`src/rtl/mux_arb_pkg.sv`:
```
// rtl/mux_arb_pkg.sv - shared encodings for the 2:1 mux arbiter
//
// Purpose: state and select encodings shared by the arbiter and its mux.
// Contents:
//   state_t     FSM state encoding (IDLE, OWN_A, OWN_B)
//   SEL_A/SEL_B mux select values (1 = a, 0 = b)
//   tie_winner  owner picked when both sides request from IDLE
package mux_arb_pkg;

  typedef enum logic [1:0] {
    IDLE  = 2'b00,
    OWN_A = 2'b01,
    OWN_B = 2'b10
  } state_t;

  localparam logic SEL_A = 1'b1;
  localparam logic SEL_B = 1'b0;

  // A tie goes to whichever side did not own the output most recently.
  function automatic state_t tie_winner(input logic last_owner);
    return (last_owner == SEL_A) ? OWN_B : OWN_A;
  endfunction

endpackage

```
`src/rtl/mux_arbiter_2to1_mux.sv`:
```
// rtl/mux_arbiter_2to1_mux.sv - WIDTH-bit 2:1 combinational mux
//
// Purpose: the shared mux datapath, widened from the one-bit original.
// Ports:
//   a  input  [WIDTH-1:0]  data selected when x == SEL_A
//   b  input  [WIDTH-1:0]  data selected when x == SEL_B
//   x  input               select
//   y  output [WIDTH-1:0]  selected data
module mux_nbit
  import mux_arb_pkg::*;
#(
  parameter int WIDTH = 1
) (
  input  logic [WIDTH-1:0] a,
  input  logic [WIDTH-1:0] b,
  input  logic             x,
  output logic [WIDTH-1:0] y
);

  assign y = (x == SEL_A) ? a : b;

endmodule

```
`src/rtl/mux_arbiter_2to1.sv`:
```
// rtl/mux_arbiter_2to1.sv - round-robin arbiter driving a shared 2:1 mux
//
// Purpose: grants one of two requesters at a time, drives the mux select
// and registers the selected data with a valid flag. A hold counter bounds
// a contested tenure to MAX_HOLD cycles.
// Ports:
//   clk      input               rising-edge clock
//   reset_n  input               synchronous active-low reset
//   req_a    input               requester A wants the output
//   req_b    input               requester B wants the output
//   a        input  [WIDTH-1:0]  requester A data
//   b        input  [WIDTH-1:0]  requester B data
//   gnt_a    output              A owns the output
//   gnt_b    output              B owns the output
//   x        output              mux select (1 = a, 0 = b)
//   y        output [WIDTH-1:0]  registered mux output
//   y_valid  output              y carries granted data
module mux_arbiter_2to1
  import mux_arb_pkg::*;
#(
  parameter int WIDTH    = 1,
  parameter int MAX_HOLD = 4
) (
  input  logic             clk,
  input  logic             reset_n,
  input  logic             req_a,
  input  logic             req_b,
  input  logic [WIDTH-1:0] a,
  input  logic [WIDTH-1:0] b,
  output logic             gnt_a,
  output logic             gnt_b,
  output logic             x,
  output logic [WIDTH-1:0] y,
  output logic             y_valid
);

  // One bit minimum so MAX_HOLD == 1 still yields a legal vector.
  localparam int CNT_W = (MAX_HOLD > 1) ? $clog2(MAX_HOLD) : 1;
  localparam logic [CNT_W-1:0] HOLD_LAST = CNT_W'(MAX_HOLD - 1);

  state_t           r_state;
  logic             r_last_owner;
  logic [CNT_W-1:0] r_hold_cnt;
  logic             r_x;
  logic [WIDTH-1:0] r_y;
  logic             r_y_valid;

  state_t           w_next_state;
  logic             w_contested;
  logic             w_hold_done;
  logic [WIDTH-1:0] w_mux_y;

  mux_nbit #(
    .WIDTH(WIDTH)
  ) u_mux (
    .a(a),
    .b(b),
    .x(r_x),
    .y(w_mux_y)
  );

  // The owner's tenure is contested only while the other side requests.
  assign w_contested = ((r_state == OWN_A) && req_b) ||
                       ((r_state == OWN_B) && req_a);
  assign w_hold_done = (r_hold_cnt == HOLD_LAST);

  always_comb begin
    w_next_state = r_state;
    unique case (r_state)
      IDLE: begin
        if (req_a && req_b) begin
          w_next_state = tie_winner(r_last_owner);
        end else if (req_a) begin
          w_next_state = OWN_A;
        end else if (req_b) begin
          w_next_state = OWN_B;
        end
      end
      OWN_A: begin
        if (!req_a) begin
          w_next_state = req_b ? OWN_B : IDLE;
        end else if (req_b && w_hold_done) begin
          w_next_state = OWN_B;
        end
      end
      OWN_B: begin
        if (!req_b) begin
          w_next_state = req_a ? OWN_A : IDLE;
        end else if (req_a && w_hold_done) begin
          w_next_state = OWN_A;
        end
      end
      default: w_next_state = IDLE;
    endcase
  end

  always_ff @(posedge clk) begin
    if (!reset_n) begin
      r_state      <= IDLE;
      r_last_owner <= SEL_B;
      r_hold_cnt   <= '0;
      r_x          <= SEL_A;
      r_y          <= '0;
      r_y_valid    <= 1'b0;
    end else begin
      r_state <= w_next_state;

      // Output register follows the pre-edge select and state.
      r_y       <= w_mux_y;
      r_y_valid <= (r_state != IDLE);

      if (w_next_state != r_state) begin
        r_hold_cnt <= '0;
        // x only moves on entry to an owner state; IDLE keeps the last select.
        if (w_next_state == OWN_A) begin
          r_last_owner <= SEL_A;
          r_x          <= SEL_A;
        end else if (w_next_state == OWN_B) begin
          r_last_owner <= SEL_B;
          r_x          <= SEL_B;
        end
      end else if (w_contested) begin
        if (!w_hold_done) begin
          r_hold_cnt <= r_hold_cnt + 1'b1;
        end
      end else begin
        // Uncontested owner never ages toward a forced handover.
        r_hold_cnt <= '0;
      end
    end
  end

  assign gnt_a   = (r_state == OWN_A);
  assign gnt_b   = (r_state == OWN_B);
  assign x       = r_x;
  assign y       = r_y;
  assign y_valid = r_y_valid;

endmodule

```
`config.mk`:
```
export PLATFORM = sky130hd
export DESIGN_NAME = mux_arbiter_2to1
export DESIGN_NICKNAME = d
export VERILOG_FILES = /design/src/rtl/mux_arb_pkg.sv /design/src/rtl/mux_arbiter_2to1_mux.sv /design/src/rtl/mux_arbiter_2to1.sv
export SDC_FILE = /design/constraint.sdc
export NUM_CORES = 1
export LEC_CHECK = 0
export ABC_AREA = 1
export CAP_MARGIN = 30
export CORE_AREA = 2 2 39 41
export CTS_CLUSTER_DIAMETER = 100
export DETAILED_ROUTE_END_ITERATION = 10
export DIE_AREA = 0 0 41 43
export GPL_TIMING_DRIVEN = 0
export SETUP_SLACK_MARGIN = 0.5
export SYNTH_ARGS = -nofsm -noshare
export SYNTH_HDL_FRONTEND = slang
export SYNTH_SLANG_ARGS = --single-unit
```
`constraint.sdc`:
```
create_clock -name clk -period 2.6 [get_ports clk]
set_input_delay 0.39 -clock clk [delete_from_list [all_inputs] [get_ports clk]]
set_output_delay 0.39 -clock clk [all_outputs]
set_load 0.005 [all_outputs]
```
==> impl_metrics.tcl, run 1 <==
set metrics [dict create \
    outcome "completed" \
    overflow 0 \
    slew_violations 0 \
    cts-hold-fix-buffers 0 \
    dp_cells 89 \
    cts.clk_slew.worst_paths_ps 50 \
    drv_cap 0 \
    synth_top_area_share_pct 36.4 \
    postCtsSetupBuffers 0 \
    synth_top_cells_by_count "nand2_1, nor2_1, dfxtp_1, inv_1, nand3_1" \
    synth.distinct_cells 18 \
    vias 422 \
    grt.total_usage_pct 11.0 \
    hold_start "r_last_owner$_SDFFE_PN0P_" \
    grt_pass1_vias 331 \
    worstPathArrival_ps 2110 \
    antenna_found_initial 0 \
    worst-path-stages 10 \
    end_kind "register" \
    syn-cell-area_sq_um 440 \
    regArea_sq_um 160 \
    period_share_pct 74.3 \
    cp_top_family "simple AND/OR/NAND/NOR gates" \
    firstDrtPassIters 4 \
    setup_viol 0 \
    fin_ws_ps 669 \
    min_path_cells 2 \
    cpMaxStageDelayCell "clkdlybuf4s50_1" \
    postRouteAntennaNets 0 \
    worstPathRequired_ps 2780 \
    cts_tree "done" \
    postSynth.asyncResetShare_pct 0 \
    path_cells "clkdlybuf4s50_1, nand3_1, nand2_1, nand2_1, or2_1, ha_1, clkinv_1, nand2_1, nand2_1, a21oi_1" \
    period_needed_ps 1930 \
    yosys_warnings 0 \
    start_kind "primary input" \
    drt-total-wl_um 812 \
    start_util_pct 31.8 \
    worstSetupPathType "primary input to register" \
    path_common_cell "nand2_1" \
    synth.area.top_cells "dfxtp_1, nand2_1, nand3_1" \
    nFillCells 151 \
    cts.sink_count 8 \
    ys_ff_latch 8 \
    clk_latency_ps 240 \
    cp_num_buf_inv 2 \
    cts.path.max_buffers 2 \
    place_ws_ps 433 \
    gp_congestion 0.681 \
    core.rowCount 14 \
    grt_busiest_layer "met2" \
    met3_usage_pct 6.28 \
    max_slew.worst_pin.slew_ps 221 \
    worst_hold_path_type "register to register" \
    num_antenna_cells 0 \
    dp_hpwl_um 674 \
    cts_buffers 3 \
    multi_input_area_sq_um 243 \
    tns_ps 0 \
    die_x_um 41 \
    grt_max_degree 8 \
    yosysTopAreaCell "dfxtp_1" \
    htreeDepth 1 \
    power.leakage_nw 0.303 \
    port_buffers 10 \
    slowest_delay_ps 580 \
    rsz0062_at_grt "false" \
    drive_gt1_share_pct 11.8 \
    syn_nets 71 \
    use_met1_pct 13.6 \
    synthesis.instances 63 \
    cts_resized 0 \
    yosys_most_used_dff "dfxtp_1" \
    routed_via_density 4.59 \
    crit_start "req_b" \
    fin_skew_ps 0.903 \
    synth-edff-count 0 \
    dieArea_sq_um 1760 \
    synth_most_common_cell "nand2_1" \
    vdd_drop_max_mv 0.225 \
    critPathMaxFanout 7 \
    drt-initial-drc-count 17 \
    power_density_nw_per_um2 623 \
    wl_per_cell_um 8.83 \
    placed_area_sq_um 561 \
    finalNonFillerCells 92 \
    ff2ff_path_depth 11 \
    cts_root_buf "clkbuf_4" \
    synth_area_per_cell_sq_um 6.99 \
    fmax_ghz 0.518 \
    max_slew_margin_pct 85.2 \
    seq_area_frac_synth_pct 36.4 \
    nNetsFinal 86 \
    io_pins 11 \
    syn2layout_area_growth_pct 33.0 \
    hold_viol 0 \
    grtUsageMet2_pct 14.4 \
    drc_errors 0 \
    stdcell_area_sq_um 586 \
    grt_pass1_wl_um 1260 \
    reg2reg_from "r_hold_cnt[0]$_SDFFE_PP0P_" \
    die_h_um 43 \
    core-area_sq_um 1380 \
]
per-layer routing:
metal / share of wire, % / vias up
met1: 49 / 183
met3: 6.7 / 2
met5: 0 / -
met4: 1.2 / 0
met2: 43 / 9
li1: - / 228
layout by cell type (no fill, tap or decap), types with 2 or more instances in the layout:
| master | count |
|---|---|
| clkdlybuf4s50_1 | 9 |
| inv_1 | 7 |
| nand2_1 | 15 |
| nand3_1 | 7 |
| a21oi_1 | 2 |
| nor2_1 | 9 |
| dfxtp_1 | 8 |
| inv_2 | 2 |
| nand3_2 | 2 |
| clkbuf_4 | 3 |
| ha_1 | 2 |
where the power goes:
part / switching, mW / leakage (nW) / internal (mW)
registers: 0.0131 / 0.0657 / 0.140
logic: 0.0611 / 0.223 / 0.0608
clock network: 0.0372 / 0.0138 / 0.0525
worst register-to-register path: cells and delay by family (launching register included):
family | cells | cell delay, ps
and+or+nand+nor | 7 | 700
DFF | 1 | 320
AOI/OAI and AO/OA | 1 | 110
buffers and inverters | 1 | 70
adders and majority gates | 2 | 540
final cells by class:
cell class | count | share of cell area, %
multi-input combinational | 45 | 41.5
sequential | 8 | 27.4
timing repair buffer | 10 | 17.5
inverter | 10 | 6.41
clock buffer | 3 | 3.85
tap | 16 | 3.42
worst paths after layout:
check                                   end  slack, ps
hold reg to reg   r_last_owner$_SDFFE_PN0P_        470
hold / removal    r_last_owner$_SDFFE_PN0P_        470
setup / recovery  r_last_owner$_SDFFE_PN0P_        670
setup reg to reg  r_last_owner$_SDFFE_PN0P_        780
cells by family after synthesis:
group	Yosys count	synth area share, %
and+or+nand+nor	36	37.2
xor gates and xnor gates	1	1.99
AOI/OAI and AO/OA	5	7.95
buffers and inverters	10	8.52
adders and majority gates	2	5.68
muxes	1	2.27
DFF	8	36.4
sequential cells by signal, summed over array words and instances (netlist names):
name and flops:
r_hold_cnt 2, y 1, r_last_owner 1, y_valid 1, x 1, r_state 2
per-stage QoR:
| stage | power (mW) | util (%) | hold WS [ps] |
|---|---|---|---|
| 2_1_floorplan | 0.228 | - | 438 |
| 3_3_place_gp | 0.275 | 40.5 | 456 |
| 3_5_place_dp | 0.278 | 40.5 | 460 |
| 4_1_cts | 0.370 | 42.1 | 470 |
| 5_1_grt | 0.398 | 42.3 | 508 |
| 6_report | 0.365 | 42.3 | 469 |
Power figures use the tool's default switching activity.
==> run 2: changes to the inputs <==
- clock period: 2.6 -> 1.9 ns (I/O delays scaled with it)
==> impl_metrics.tcl, run 2 (synthesis results as in run 1) <==
set metrics [dict create \
    outcome "completed" \
    max_slew.worst_pin.slew_ps 260 \
    worstSetupPathType "register to register" \
    postRouteAntennaNets 0 \
    worst_hold_path_type "register to register" \
    cts_tree "done" \
    start_kind "register" \
    swShare_pct 32.7 \
    drv_cap 0 \
    stdcell_area_sq_um 698 \
    overflow 0 \
    top_regs "r_hold_cnt: 2 flops, r_state: 2 flops" \
    fin_util_pct 50.5 \
    p_sw_mw 0.188 \
    io_pins 11 \
    die_h_um 43 \
    gp_congestion 0.829 \
    reg2reg_from "r_hold_cnt[1]$_SDFFE_PP0P_" \
    worstPathRequired_ps 2090 \
    worstPathArrival_ps 1820 \
    syn2layout_area_growth_pct 58.5 \
    power.leakage_nw 0.350 \
    p_int_mw 0.388 \
    rsz0062_at_grt "true" \
    seq_power_share_pct 36.8 \
    grt_max_degree 8 \
    period_share_pct 85.7 \
    routed_via_density 4.72 \
    num_antenna_cells 0 \
    drc_errors 0 \
    drt-total-wl_um 1010 \
    grt_pass1_wl_um 1510 \
    grt.total_usage_pct 13.1 \
    drt-initial-drc-count 5 \
    dp_hpwl_um 667 \
    die_x_um 41 \
    cts-hold-fix-buffers 0 \
    nNetsFinal 91 \
    multi_input_area_sq_um 310 \
    crit_start "r_hold_cnt[1]$_SDFFE_PP0P_" \
    core.rowCount 14 \
    placed_area_sq_um 592 \
    layout_common_cells "nand2_1, nor2_1, inv_1" \
    critPathMaxFanout 3 \
    hold_viol 0 \
    r2r_slack_ps 270 \
    clkPwrFrac_pct 22.0 \
    min_path_cells 1 \
    htreeDepth 1 \
    holdPathEnd "y$_SDFF_PN0_" \
    cts_buffers 3 \
    worstReg2RegEnd "r_last_owner$_SDFFE_PN0P_" \
    firstDrtPassIters 4 \
    final_common_cell "nand2_1" \
    antenna_found_initial 0 \
    slew_violations 0 \
    end_kind "register" \
    regArea_sq_um 166 \
    vias 458 \
    start_util_pct 31.8 \
    dieArea_sq_um 1760 \
    vdd_drop_max_mv 0.515 \
    cts.clk_slew.worst_paths_ps 50 \
    drive_gt1_share_pct 35.8 \
    ff2ff_path_depth 11 \
    clk_latency_ps 250 \
    grt_pass1_vias 389 \
    setup_viol 0 \
    p_comb_share_pct 41.1 \
    cts.sink_count 8 \
    nFillCells 135 \
    wl_per_cell_um 10.4 \
    fmax_ghz 0.614 \
    cts.path.max_buffers 2 \
    power_density_nw_per_um2 826 \
    period_needed_ps 1630 \
    hold_start "x$_SDFFE_PN1P_" \
    port_buffers 10 \
    max_slew_margin_pct 82.7 \
    fin_skew_ps 4.24 \
    cts_root_buf "clkbuf_4" \
    core-area_sq_um 1380 \
]
## run 2: worst max path at each step
| stage | end | slack, ps | cells past startpoint |
|---|---|---|---|
| after floorplan | r_last_owner$_SDFFE_PN0P_ | 300 | 11 |
| after global placement | r_last_owner$_SDFFE_PN0P_ | -190 | 11 |
| after detailed placement | r_last_owner$_SDFFE_PN0P_ | -210 | 11 |
| after CTS | x$_SDFFE_PN1P_ | 240 | 11 |
| after global routing | r_last_owner$_SDFFE_PN0P_ | 200 | 11 |
| final | r_last_owner$_SDFFE_PN0P_ | 270 | 11 |
## run 2: cell type report
cell class	count	area share [%]
multi-input cells	45	44.4
repair buffers	15	19.9
inverters	10	5.73
clock buffers	3	3.23
well taps	16	2.87
flip-flops and latches	8	23.8
## run 2: repair_timing
item	in CTS	in global routing
endpoints found under the setup margin	7	7
setup buffers	4	1
pin swaps	6	9
resized for setup	6	11
## run 2: stage by stage
stage          cells  total power, mW  TNS, ps  setup slack, ps  hold slack, ps
2_1_floorplan     63            0.326        0              299             369
3_3_place_gp      89            0.392     -371             -192             456
3_5_place_dp      89            0.393     -401             -210             460
4_1_cts           96            0.532        0              239             466
5_1_grt           97            0.623        0              204             484
6_report          97            0.577        0              271             451
## run 2: critical path, cell delays in order, from the launching register on
cell,delay (ps)
dfxtp_2,330
ha_4,170
nand2_4,70
nand3_2,80
nand2_1,90
nand2_2,50
or2_4,260
ha_4,280
inv_4,30
nand2_2,50
nand2_1,50
a21oi_1,120
## run 2: power by group through the flow
stage | Combinational, mW | Clock, mW | Sequential [mW]
floorplan | 0.115 | 0 | 0.211
global placement | 0.179 | 0 | 0.213
detailed placement | 0.181 | 0 | 0.212
CTS | 0.188 | 0.134 | 0.210
global route | 0.263 | 0.144 | 0.216
finish | 0.237 | 0.127 | 0.212
## run 2: metal layers
metal | track usage (%) | up-vias | wire length (um)
li1 | - | 236 | -
met1 | 13.2 | 206 | 408
met2 | 20.3 | 14 | 542
met3 | 7.85 | 2 | 47
met4 | 6.00 | 0 | 14
met5 | 0 | - | 0
==> run 3: changes to the inputs <==
- SKIP_LAST_GASP: unset -> 1
==> results of run 3 <==
Same layout as run 2: the final DEF is identical, and so are final timing and power.
